==> src/rtl/traffic_pkg.sv <==
// Shared types and helpers for the traffic light controllers.
// Phase encoding and direction rotation used by every controller variant.
package traffic_pkg;

  typedef enum logic [1:0] {
    PH_GREEN  = 2'd0,
    PH_YELLOW = 2'd1,
    PH_ALLRED = 2'd2
  } phase_t;

  function automatic int unsigned next_dir(
    input int unsigned cur,
    input int unsigned num
  );
    return (cur + 1 >= num) ? 0 : cur + 1;
  endfunction

  function automatic int max3(
    input int a,
    input int b,
    input int c
  );
    int m;
    m = (a > b) ? a : b;
    return (m > c) ? m : c;
  endfunction

endpackage

==> src/rtl/traffic_phase_timer.sv <==
// Tick-qualified phase counter with clear, terminal flag and saturation.
// Counting stops at the terminal value until the owner reloads it.
module traffic_phase_timer #(
  parameter int W = 4
) (
  input  logic         clk,
  input  logic         rst,
  input  logic         tick,
  input  logic         load,
  input  logic         inc,
  input  logic [W-1:0] term,
  output logic         at_term
);

  logic [W-1:0] cnt;

  assign at_term = (cnt == term);

  // Clear on load, else count up on tick and saturate at the terminal value.
  always_ff @(posedge clk or posedge rst) begin
    if (rst) begin
      cnt <= '0;
    end else if (tick) begin
      if (load) begin
        cnt <= '0;
      end else if (inc && !at_term) begin
        cnt <= cnt + 1'b1;
      end
    end
  end

endmodule

==> src/rtl/traffic_light_ndir.sv <==
// N-approach round-robin traffic light: green/yellow/all-red per direction.
// Optional emergency pre-emption is built when TRAFFIC_PREEMPT_EN is defined.
module traffic_light_ndir
  import traffic_pkg::*;
#(
  parameter int NUM_DIR      = 3,
  parameter int GREEN_TICKS  = 5,
  parameter int YELLOW_TICKS = 2,
  parameter int ALLRED_TICKS = 1,
  localparam int DW = $clog2(NUM_DIR)
) (
  input  logic               clk,
  input  logic               rst,
  input  logic               tick,
  input  logic               hold,
`ifdef TRAFFIC_PREEMPT_EN
  input  logic               preempt,
  input  logic [DW-1:0]      preempt_dir,
`endif
  output logic [NUM_DIR-1:0] g,
  output logic [NUM_DIR-1:0] y,
  output logic [NUM_DIR-1:0] r,
  output logic [DW-1:0]      active_dir,
  output logic [1:0]         phase
);

  localparam int MAXT =
    max3(GREEN_TICKS, YELLOW_TICKS, ALLRED_TICKS);
  localparam int CW = $clog2(MAXT) + 1;

  localparam logic [CW-1:0] G_T = CW'(GREEN_TICKS - 1);
  localparam logic [CW-1:0] Y_T = CW'(YELLOW_TICKS - 1);
  localparam logic [CW-1:0] A_T =
    CW'((ALLRED_TICKS > 0) ? ALLRED_TICKS - 1 : 0);

  phase_t               phase_q;
  phase_t               phase_d;
  logic [DW-1:0]        dir_q;
  logic [DW-1:0]        dir_d;
  logic [DW-1:0]        rr;
  logic [DW-1:0]        nxt;
  logic                 load;
  logic                 inc;
  logic                 at_term;
  logic [CW-1:0]        term;
  logic                 own;
  logic                 oth;
  logic [NUM_DIR-1:0]   one_d;
  logic [NUM_DIR-1:0]   g_d;
  logic [NUM_DIR-1:0]   y_d;

  assign rr = DW'(next_dir(32'(dir_q), NUM_DIR));

`ifdef TRAFFIC_PREEMPT_EN
  localparam logic [DW:0] NDW = (DW + 1)'(NUM_DIR);

  logic          pv;
  logic          pend_vld;
  logic [DW-1:0] pend_dir;

  assign pv  = preempt && ({1'b0, preempt_dir} < NDW);
  assign own = pv && (preempt_dir == dir_q);
  assign oth = pv && !own;
  assign nxt = pv       ? preempt_dir :
               pend_vld ? pend_dir    : rr;

  // Remember a pre-emption target until the next green is entered.
  always_ff @(posedge clk or posedge rst) begin
    if (rst) begin
      pend_vld <= 1'b0;
      pend_dir <= '0;
    end else if (tick) begin
      if (phase_d == PH_GREEN && phase_q != PH_GREEN) begin
        pend_vld <= 1'b0;
      end else if (pv && !(phase_q == PH_GREEN && own)) begin
        pend_vld <= 1'b1;
        pend_dir <= preempt_dir;
      end
    end
  end
`else
  assign own = 1'b0;
  assign oth = 1'b0;
  assign nxt = rr;
`endif

  // Terminal count for the phase currently running.
  always_comb begin
    term = A_T;
    unique case (phase_q)
      PH_GREEN:  term = G_T;
      PH_YELLOW: term = Y_T;
      default:   term = A_T;
    endcase
  end

  traffic_phase_timer #(
    .W (CW)
  ) u_timer (
    .clk     (clk),
    .rst     (rst),
    .tick    (tick),
    .load    (load),
    .inc     (inc),
    .term    (term),
    .at_term (at_term)
  );

  // Phase sequencing; everything advances only on a tick.
  always_comb begin
    phase_d = phase_q;
    dir_d   = dir_q;
    load    = 1'b0;
    inc     = 1'b0;
    if (tick) begin
      unique case (phase_q)
        PH_GREEN: begin
          if (oth) begin
            phase_d = PH_YELLOW;
            load    = 1'b1;
          end else if (own) begin
            phase_d = PH_GREEN;
          end else if (at_term && !hold) begin
            phase_d = PH_YELLOW;
            load    = 1'b1;
          end else begin
            inc = 1'b1;
          end
        end
        PH_YELLOW: begin
          if (at_term) begin
            load = 1'b1;
            if (ALLRED_TICKS == 0) begin
              phase_d = PH_GREEN;
              dir_d   = nxt;
            end else begin
              phase_d = PH_ALLRED;
            end
          end else begin
            inc = 1'b1;
          end
        end
        PH_ALLRED: begin
          if (at_term) begin
            phase_d = PH_GREEN;
            dir_d   = nxt;
            load    = 1'b1;
          end else begin
            inc = 1'b1;
          end
        end
        default: begin
          phase_d = PH_GREEN;
          load    = 1'b1;
        end
      endcase
    end
  end

  // Lamp pattern for the upcoming state; inactive approaches stay red.
  always_comb begin
    one_d = NUM_DIR'(1) << dir_d;
    g_d   = (phase_d == PH_GREEN)  ? one_d : '0;
    y_d   = (phase_d == PH_YELLOW) ? one_d : '0;
  end

  // State and lamp registers.
  always_ff @(posedge clk or posedge rst) begin
    if (rst) begin
      phase_q <= PH_GREEN;
      dir_q   <= '0;
      g       <= NUM_DIR'(1);
      y       <= '0;
      r       <= ~NUM_DIR'(1);
    end else if (tick) begin
      phase_q <= phase_d;
      dir_q   <= dir_d;
      g       <= g_d;
      y       <= y_d;
      r       <= ~(g_d | y_d);
    end
  end

  assign active_dir = dir_q;
  assign phase      = phase_q;

endmodule

==> config.mk <==
export PLATFORM = sky130hd
export DESIGN_NAME = traffic_light_ndir
export DESIGN_NICKNAME = d
export VERILOG_FILES = /design/src/rtl/traffic_pkg.sv /design/src/rtl/traffic_phase_timer.sv /design/src/rtl/traffic_light_ndir.sv
export SDC_FILE = /design/constraint.sdc
export NUM_CORES = 1
export LEC_CHECK = 0
export ABC_AREA = 1
export BUFFER_PORTS_ARGS = -buffer_cell sky130_fd_sc_hd__buf_2
export CAP_MARGIN = 20
export CORE_ASPECT_RATIO = 0.9
export CORE_MARGIN = 1.5
export CORE_UTILIZATION = 47
export DETAILED_ROUTE_END_ITERATION = 10
export GPL_TIMING_DRIVEN = 1
export PLACE_DENSITY = 0.7
export REMOVE_ABC_BUFFERS = 1
export SYNTH_ARGS = -nofsm -noshare
export SYNTH_HDL_FRONTEND = slang
export SYNTH_SLANG_ARGS = --single-unit
==> constraint.sdc <==
create_clock -name clk -period 5.3 [get_ports clk]
set_input_delay 0.265 -clock clk [delete_from_list [all_inputs] [get_ports clk]]
set_output_delay 0.265 -clock clk [all_outputs]
set_load 0.05 [all_outputs]
==> impl_metrics.ini, run 1 <==
[routing]
number_of_optimization_iterations_in_the_first_detailed_route_pass = 4
vias = 946
avgViaCountPerCell = 5.227
antenna_left = 0
drt-wirelength-per-cell_um = 12.10
drc_violations = 0
drtIter0Drc = 34
detail_route.wirelength_mm = 2.190

[worst_setup_path]
setup.worst_path.class = reg -> reg
setup.worst_path.start_class = register
timing.reg2reg.worst_path_depth = 13
required_ns = 5.49
critical_path_peak_fanout = 7
critical_path.endpoint_type = register
timing.rr.end = r[0]
r2r_slack_ns = 3.26
timing.rr.start = phase[1]
critical_path_arrival_ns = 2.23

[power]
report.power.total_uw = 849.6
vdd_drop_max_v = 0.0004076
power_leakage_uw = 0.0006531
powerDensity_nw_per_um2 = 695.7

[synthesis]
synth-main-ff-cell = sky130_fd_sc_hd__dfrtp_1
most_common_cell_in_the_netlist = sky130_fd_sc_hd__nand2_1
synthDominantAreaCellType = sky130_fd_sc_hd__dfrtp_1
yosys_warnings = 0
synthesized_area_divided_by_synthesized_cell_count_um2 = 8.026
syn_inst = 135
total_of_flip_flops_plus_latches_after_synthesis = 17
async_reset_ff_frac = 1.000
part_of_the_yosys_area_used_for_sequential_elements = 0.3961
synth.cell_area_um2 = 1084
synthTopCellsByArea = sky130_fd_sc_hd__dfrtp_1 (32%), sky130_fd_sc_hd__nand2_1 (12%), sky130_fd_sc_hd__dfstp_2 (7.3%), sky130_fd_sc_hd__nand3_1 (6.0%), sky130_fd_sc_hd__ha_1 (5.8%)
synth_enable_flop_cells = 0
netlist.area_leader.share = 0.3233
yosysUniqueCellTypes = 24
top_cell_types_by_occurrence_after_synthesis = sky130_fd_sc_hd__nand2_1 (35), sky130_fd_sc_hd__dfrtp_1 (14), sky130_fd_sc_hd__inv_1 (13), sky130_fd_sc_hd__nand3_1 (13), sky130_fd_sc_hd__nand4_1 (9)

[placement]
placement.setup.worst_slack_ns = 3.297
place.detailed.hpwl_mm = 1.672
port_buffers = 16
dpl_cell_area_um2 = 1194
routabilityCongestion = 0.7887

[global_routing]
grt_start_max_net_pins = 18
grt_first_pass_wirelength_mm = 3.857
overflow = 0
grt_overall_usage = 0.1967
via_count_of_the_first_global_routing_pass = 848
antenna_found_initial = 0

[final_layout]
post_route_cells_drive_above_1_share = 0.3182
antenna_cells_inserted = 0
fin_area_um2 = 1221
fin_nets = 164
finalCoreUtilization = 0.5596
area.growth.synth_to_final_pct = 12.70
final.fill_count = 198

[cts]
cts.path.max_buffers = 2
cts_repair_resize_count = 0
clockRootBuffer = sky130_fd_sc_hd__clkbuf_4
ctsHtreeMaxLevel = 1
post_cts_buffers = 0
cts_num_sinks = 17
tritoncts = yes
clkSlewWorstSetupHoldPaths_ns = 0.11
cts-buffers-inserted = 3
cts_hold_buf = 0
clkLatencyLatePin_ns = 0.30

[sta]
fmax_mhz = 489.9
timing.final.crit_share = 0.3851
fin_setup_tns_ns = 0
final_max_slew_viol_count = 0
final_setup_violating_endpoints = 0
max-slew-margin-rel = 0.5617
rsz_0062_raised_after_global_routing = false
hold_viol_final = 0
layout_min_cycle_time_ns = 2.041
worst_case_setup_margin_in_the_final_layout_ns = 3.259
fin_clk_skew_ns = 0.008595
worst_slew_pin_slew_ns = 0.6568

[die]
dieArea_um2 = 2603
design.portCount = 17
fp.dieW_um = 53.61
effective_utilization_at_floorplan = 0.4966
die_h_um = 48.55
row_count = 16
core_um2 = 2182

[worst_hold_path]
min-delay-path-class = in -> async

[flow_run]
drv.max_cap_violation_count = 0

[status]
status = finished clean
-- cell families after synthesis --
group | Yosys count | share of synthesized area
fa+ha+maj | 5 | 0.05774
simple gates | 84 | 0.4296
buf+inv | 18 | 0.06235
flops | 17 | 0.3961
compound gates | 11 | 0.05427
-- cells in the final DEF, fill, tap and decap left out, types with 2 or more instances in the layout --
master | netlist | final
sky130_fd_sc_hd__inv_1 | 13 | 13
sky130_fd_sc_hd__inv_2 | 4 | 4
sky130_fd_sc_hd__nand4_1 | 9 | 9
sky130_fd_sc_hd__o21ai_1 | 7 | 7
sky130_fd_sc_hd__nor2_1 | 4 | 4
sky130_fd_sc_hd__nand2_1 | 35 | 35
sky130_fd_sc_hd__buf_2 | 0 | 16
sky130_fd_sc_hd__ha_1 | 5 | 5
sky130_fd_sc_hd__nand2_2 | 7 | 7
sky130_fd_sc_hd__nand3_2 | 2 | 2
sky130_fd_sc_hd__dfstp_2 | 3 | 3
sky130_fd_sc_hd__nor2_2 | 3 | 3
sky130_fd_sc_hd__nand2_4 | 3 | 3
sky130_fd_sc_hd__clkbuf_4 | 0 | 3
sky130_fd_sc_hd__nand3_1 | 13 | 13
sky130_fd_sc_hd__a21oi_1 | 2 | 2
sky130_fd_sc_hd__nor2_4 | 3 | 3
sky130_fd_sc_hd__dfrtp_1 | 14 | 14
-- metrics by stage --
step / hold WS, ns / cells
floorplan: 0.1889 / 134
global placement: 0.3761 / 177
detailed placement: 0.3927 / 177
CTS: 0.05139 / 181
global route: 0.09505 / 181
finish: 0.03495 / 181
-- worst max-delay path by stage --
stage,startpoint,end,cells after the start
2_1_floorplan,phase[0],r[0],12
3_3_place_gp,phase[1],r[0],13
3_5_place_dp,phase[1],g[2],12
4_1_cts,phase[1],g[2],12
5_1_grt,phase[1],r[1],13
6_report,phase[1],r[0],13
-- cell type report --
| cell class | instances | area [um^2] | area share |
|---|---|---|---|
| clock buffer | 3 | 22.52 | 0.01844 |
| clock inverter | 1 | 5.005 | 0.004098 |
| inverter | 17 | 63.81 | 0.05225 |
| multi-input combinational | 100 | 586.8 | 0.4805 |
| sequential | 17 | 429.2 | 0.3514 |
| tap | 27 | 33.78 | 0.02766 |
| timing repair buffer | 16 | 80.08 | 0.06557 |
-- where the power goes --
part / switching (uW) / total [uW] / internal (uW) / leakage, uW
clock network: 45.4 / 73.5 / 28.1 / 0.0000177
registers: 46.0 / 233 / 187 / 0.000209
logic: 386 / 543 / 157 / 0.000426
-- sequential cells by signal (all words and copies together), names as in the netlist --
register	cells
active_dir	2
g	3
phase	2
r	3
u_timer.cnt	4
y	3
-- critical path: stages, from the launching register on --
cell	delay (ns)
sky130_fd_sc_hd__dfrtp_1	0.46
sky130_fd_sc_hd__inv_1	0.13
sky130_fd_sc_hd__ha_1	0.26
sky130_fd_sc_hd__inv_2	0.09
sky130_fd_sc_hd__nand2_4	0.08
sky130_fd_sc_hd__nand3_4	0.07
sky130_fd_sc_hd__nor2_4	0.15
sky130_fd_sc_hd__nand3_2	0.08
sky130_fd_sc_hd__nand2_2	0.09
sky130_fd_sc_hd__inv_2	0.05
sky130_fd_sc_hd__nor2_2	0.15
sky130_fd_sc_hd__nand4_1	0.15
sky130_fd_sc_hd__nand3_1	0.11
sky130_fd_sc_hd__nand2_1	0.05
-- layer usage --
layer	routed length (um)	up-vias	GRT usage
li1	-	481	-
met1	1136	445	0.3030
met2	961	16	0.2798
met3	70	4	0.02778
met4	21	0	0.06410
met5	0	-	0
(Power assumes the default switching activity.)
==> inputs of run 2 (changes only) <==
==> constraint.sdc (replaced) <==
create_clock -name clk -period 1.9 [get_ports clk]
set_input_delay 0.095 -clock clk [delete_from_list [all_inputs] [get_ports clk]]
set_output_delay 0.095 -clock clk [all_outputs]
set_load 0.05 [all_outputs]
==> run 2 against run 1 <==
  * Clock power rose to 2.8 times the previous value
  * Clock skew fell by 0.0050 ns
  * Design area rose by 12%
  * Critical path depth did not move
  * Via count rose by 3.9%
  * Cell count rose by 3.9%
  * Critical endpoint unchanged
  * Largest cell class unchanged
==> impl_metrics.ini, run 2 (synthesis results as in run 1) <==
[worst_setup_path]
setup.worst_path.class = reg -> reg
timing.rr.start = phase[0]
critical_path_peak_fanout = 5
setup.worst_path.start_class = register
critical_path_arrival_ns = 2.02
critical_path.endpoint_type = register
required_ns = 2.10
critical_path.startpoint = phase[0]

[sta]
timing.final.crit_share = 0.9579
worst_slew_pin_slew_ns = 0.6681
final_setup_violating_endpoints = 0
worst_case_setup_margin_in_the_final_layout_ns = 0.08006
final_max_slew_viol_count = 0
hold_viol_final = 0
layout_min_cycle_time_ns = 1.820
fin_clk_skew_ns = 0.003640
max-slew-margin-rel = 0.5541
fmax_mhz = 549.5
rsz_0062_raised_after_global_routing = true
fin_setup_tns_ns = 0

[final_layout]
registers.top_by_ff_count = u_timer.cnt
post_route_cells_drive_above_1_share = 0.4286
largest_register_ff_count = 4
leading_cell_type_in_the_layout_fill_and_taps_excluded = sky130_fd_sc_hd__nand2_1
finalNonFillerCells = 188
area.growth.synth_to_final_pct = 26.10
fin_nets = 171
antenna_cells_inserted = 0
most-common-layout-cells = sky130_fd_sc_hd__nand2_1 (32), sky130_fd_sc_hd__buf_2 (16), sky130_fd_sc_hd__dfrtp_1 (13)
fin_area_um2 = 1366

[cts]
cts.path.max_buffers = 2
cts-buffers-inserted = 3
cts_num_sinks = 17
ctsHtreeMaxLevel = 1
tritoncts = yes
clockRootBuffer = sky130_fd_sc_hd__clkbuf_4
clkSlewWorstSetupHoldPaths_ns = 0.11
clkLatencyLatePin_ns = 0.30

[power]
vdd_drop_max_v = 0.001249
internal-power_uw = 1213
comb_power_share = 0.682
power.share.switching = 0.5493
powerDensity_nw_per_um2 = 1969
power_frac_clock = 0.076
power_frac_seq = 0.243
power_leakage_uw = 0.0007041
net-switching-power_uw = 1478

[global_routing]
grt_overall_usage = 0.1916
overflow = 0
antenna_found_initial = 0
grt_start_max_net_pins = 18
grt_first_pass_wirelength_mm = 3.726
via_count_of_the_first_global_routing_pass = 843

[die]
fp.dieW_um = 53.61
dieArea_um2 = 2603
effective_utilization_at_floorplan = 0.4966
die_h_um = 48.55
design.portCount = 17
row_count = 16
core_um2 = 2182

[routing]
avgViaCountPerCell = 5.229
wl_met1_mm = 1.202
detailroute.wirelength.met2_mm = 1.129
metal3_wl_um = 92
detail_route.wirelength_mm = 2.423
number_of_optimization_iterations_in_the_first_detailed_route_pass = 6
drt-wirelength-per-cell_um = 12.89
drtIter0Drc = 20
vias = 983
top_signal_layer_used = met3
drc_violations = 0
antenna_left = 0

[placement]
dpl_cell_area_um2 = 1209
place.detailed.hpwl_mm = 1.648
port_buffers = 16
placed_cells_incl_taps = 179
placement.setup.worst_slack_ns = -0.003553
routabilityCongestion = 0.8700

[worst_hold_path]
min-delay-start = tick
min-delay-path-class = in -> reg

[flow_run]
drv.max_cap_violation_count = 0

[status]
status = finished clean
==> run 2: cell count changes in the layout (fill, tap and decap cells not counted), sizes merged <==
cell	previous run	this run
buf	16	22
dlygate4sd3	0	1
==> run 2: stage by stage <==
stage               utilization  hold slack, ns  total power [uW]
floorplan                     -         0.01888              1879
global placement         0.5539          0.2178              2170
detailed placement       0.5539          0.2361              2190
CTS                      0.5745         0.07204              2417
global route             0.6261          0.1020              2882
finish                   0.6261         0.08363              2691
==> run 2: routing by layer <==
metal | vias to the layer above | track usage
met5 | - | 0
met4 | 0 | 0.03846
li1 | 497 | -
met2 | 24 | 0.2634
met1 | 462 | 0.2974
met3 | 0 | 0.05556
==> run 2: final timing paths <==
| path | end | cells after the start | slack, ns |
|---|---|---|---|
| min in group asynchronous | u_timer.cnt[0] | 3 | 0.43 |
| worst min-delay path | r[1] | 3 | 0.08 |
| worst min register to register | r[1] | 2 | 0.48 |
| max in group asynchronous | phase[0] | 3 | 1.01 |
| worst max register to register | r[0] | 13 | 0.08 |
| worst max-delay path | r[0] | 13 | 0.08 |
==> run 2: power groups by stage <==
stage / sequential, uW / combinational, uW / clock [uW]
after global routing: 670 / 1990 / 221
after detailed placement: 643 / 1550 / 0
final: 653 / 1830 / 204
after global placement: 639 / 1530 / 0
after floorplan: 994 / 885 / 0
after CTS: 632 / 1570 / 212
==> run 2: critical path, cell delays in order (launching register included) <==
cell and delay [ns]:
sky130_fd_sc_hd__dfrtp_2 0.47, sky130_fd_sc_hd__inv_4 0.09, sky130_fd_sc_hd__ha_4 0.15, sky130_fd_sc_hd__inv_4 0.04, sky130_fd_sc_hd__nand2_4 0.07, sky130_fd_sc_hd__nand3_4 0.08
sky130_fd_sc_hd__nor2_4 0.20, sky130_fd_sc_hd__nand3_2 0.11, sky130_fd_sc_hd__nand2_2 0.09, sky130_fd_sc_hd__nand2_2 0.07, sky130_fd_sc_hd__nand2_4 0.07, sky130_fd_sc_hd__nand4_1 0.11
sky130_fd_sc_hd__nand3_1 0.10, sky130_fd_sc_hd__nand2_1 0.05
==> run 2: area by class of cell <==
class	count	area, um^2
fillers	179	815.8
flip-flops and latches	17	430.4
inverters	17	71.32
repair buffers	23	138.9
clock buffers	3	22.52
clock inverters	1	5.005
well taps	27	33.78
multi-input cells	100	664.4
==> run 2: timing repair <==
action,in CTS,in global routing
endpoints found under the hold margin,14,0
pin swaps,0,18
setup endpoints to repair,1,12
hold buffers,1,0
buffers inserted,1,3
gates resized for setup,0,24
==> inputs of run 3 (changes only) <==
--- a/config.mk
+++ b/config.mk
@@ -6,15 +6,16 @@
 export NUM_CORES = 1
 export LEC_CHECK = 0
 export ABC_AREA = 1
-export BUFFER_PORTS_ARGS = -buffer_cell sky130_fd_sc_hd__buf_2
 export CAP_MARGIN = 20
 export CORE_ASPECT_RATIO = 0.9
 export CORE_MARGIN = 1.5
 export CORE_UTILIZATION = 47
 export DETAILED_ROUTE_END_ITERATION = 10
+export DONT_BUFFER_PORTS = 1
 export GPL_TIMING_DRIVEN = 1
-export PLACE_DENSITY = 0.7
+export PLACE_DENSITY = 0.64
 export REMOVE_ABC_BUFFERS = 1
+export SETUP_SLACK_MARGIN = 0.4
 export SYNTH_ARGS = -nofsm -noshare
 export SYNTH_HDL_FRONTEND = slang
 export SYNTH_SLANG_ARGS = --single-unit
==> run 3 against run 2 <==
  * Critical path depth is 1 lower
  * Global-route usage is 1.3 points higher
  * Register-to-register slack worse by 0.02 ns
  * First-iteration DRC count is 5.0% higher
  * Design area is 7.4% higher
  * Maximum frequency is 1.3% lower
  * Sequential cell count stayed put
  * Setup slack worse by 0.023 ns
  * Die area stayed put
==> impl_metrics.ini, run 3 (synthesis results as in run 1) <==
[routing]
detail_route.wirelength_mm = 2.605
avgViaCountPerCell = 5.525
drc_violations = 0
antenna_left = 0
drt-wirelength-per-cell_um = 14.39
vias = 1000
drtIter0Drc = 21
number_of_optimization_iterations_in_the_first_detailed_route_pass = 4

[global_routing]
grt_overall_usage = 0.2043
overflow = 0
grt_first_pass_wirelength_mm = 4.036
grt_start_max_net_pins = 18
via_count_of_the_first_global_routing_pass = 899
antenna_found_initial = 0

[worst_setup_path]
required_ns = 2.13
critical_path.endpoint_type = register
crit_top_cell = sky130_fd_sc_hd__nand2_4
cp_cell_sequence = inv_2, ha_4, inv_2, nand2_4, nand2_4, nor2_4, nand3_2, nand2_1, nand2_4, nor3_4, nand4_1, nand2_1
setup.worst_path.class = reg -> reg
critical_path_peak_fanout = 4
setup.worst_path.start_class = register
timing.reg2reg.worst_path_depth = 12
worst_path_max_delay_cell = sky130_fd_sc_hd__dfrtp_1
critPathMaxStageDelay_ns = 0.42
critical_path_arrival_ns = 2.08
r2r_slack_ns = 0.06
timing.rr.start = phase[1]
crit_buf_inv = 2
path_delay_family = simple AND/OR/NAND/NOR gates
timing.rr.end = y[2]

[final_layout]
post_route_cells_drive_above_1_share = 0.4675
area.growth.synth_to_final_pct = 35.45
fin_nets = 164
largest_register_ff_count = 4
most-common-layout-cells = sky130_fd_sc_hd__nand2_1 (27), sky130_fd_sc_hd__dfrtp_1 (13), sky130_fd_sc_hd__nand2_4 (10), sky130_fd_sc_hd__buf_4 (10)
finalCoreUtilization = 0.6726
registers.top_by_ff_count = u_timer.cnt
antenna_cells_inserted = 0
leading_cell_type_in_the_layout_fill_and_taps_excluded = sky130_fd_sc_hd__nand2_1

[worst_hold_path]
min-delay-start = tick
min-delay-path-class = in -> reg
worst_hold_path.num_cells = 3
timing.hold.worst_endpoint = g[0]

[die]
design.portCount = 17
fp.dieW_um = 53.61
dieArea_um2 = 2603
core_um2 = 2182
effective_utilization_at_floorplan = 0.4966
die_h_um = 48.55
row_count = 16

[sta]
hold_viol_final = 0
final_setup_violating_endpoints = 0
final_max_slew_viol_count = 0
rsz_0062_raised_after_global_routing = true
fin_clk_skew_ns = 0.001099
worst_slew_pin_slew_ns = 0.6630
timing.final.crit_share = 0.9701
max-slew-margin-rel = 0.5575
fmax_mhz = 542.5
layout_min_cycle_time_ns = 1.843

[cts]
tritoncts = yes
clkSlewWorstSetupHoldPaths_ns = 0.10
cts-buffers-inserted = 3
cts.path.max_buffers = 2
ctsHtreeMaxLevel = 1
clockRootBuffer = sky130_fd_sc_hd__clkbuf_4
clkLatencyLatePin_ns = 0.29
cts_num_sinks = 17

[status]
status = finished clean

[placement]
routabilityCongestion = 0.7602
port_buffers = 0
place.detailed.hpwl_mm = 1.683

[flow_run]
drv.max_cap_violation_count = 0
## run 3: cell types whose count changed in the layout (fill, tap and decap cells not counted), moves of 5 or more
cell,before,now
sky130_fd_sc_hd__buf_2,16,0
sky130_fd_sc_hd__buf_4,5,10
sky130_fd_sc_hd__nand2_1,32,27
sky130_fd_sc_hd__nand2_4,5,10
## run 3: what timing repair did
| action | CTS | global route |
|---|---|---|
| endpoints found under the hold margin | 17 | 1 |
| buffers inserted | 6 | 1 |
| pin swaps | 11 | 25 |
| hold buffers | 2 | 1 |
| resized for setup | 17 | 34 |
| endpoints found under the setup margin | 15 | 17 |
## run 3: routing by layer
metal	vias to the layer above	GRT usage	wire length, um
li1	480	-	-
met1	498	0.2832	1164
met2	20	0.3333	1357
met3	2	0.05247	73
met4	0	0.01282	10
met5	-	0	0
## run 3: worst max path at each step
stage | startpoint | to | cells past startpoint
after detailed placement | phase[1] | r[0] | 13
after global placement | phase[0] | r[0] | 13
final | phase[1] | y[2] | 12
after global routing | phase[1] | y[2] | 12
after floorplan | phase[0] | r[0] | 12
after CTS | phase[0] | r[0] | 13
## run 3: stage by stage
step           TNS, ns  cell area, um^2  worst slack (ns)  cells  hold slack, ns
6_report             0             1468           0.05681    181         0.06578
5_1_grt        -0.1576             1468          -0.05095    181         0.06674
4_1_cts              0             1310            0.1034    179         0.03427
3_5_place_dp         0             1159           0.03986    167          0.1181
3_3_place_gp         0             1159           0.04318    167          0.1058
2_1_floorplan   -1.822             1080           -0.2089    134         0.01888
## run 3: worst min-delay path, stage by stage
cell and delay [ns]:
sky130_fd_sc_hd__inv_2 0.11, sky130_fd_sc_hd__nand2_1 0.09, sky130_fd_sc_hd__o21ai_1 0.06
## run 3: layout make-up
cell class	instances	area [um^2]
Multi-Input combinational cell	100	763.2
Fill cell	156	714.4
Sequential cell	17	430.4
Timing Repair Buffer	16	142.6
Inverter	17	71.32
Tap cell	27	33.78
Clock buffer	4	26.28
Power of run 3 is left out: the tool's default activity adds up to more than one toggle a clock period on the data nets, which glitch-free logic cannot reach.
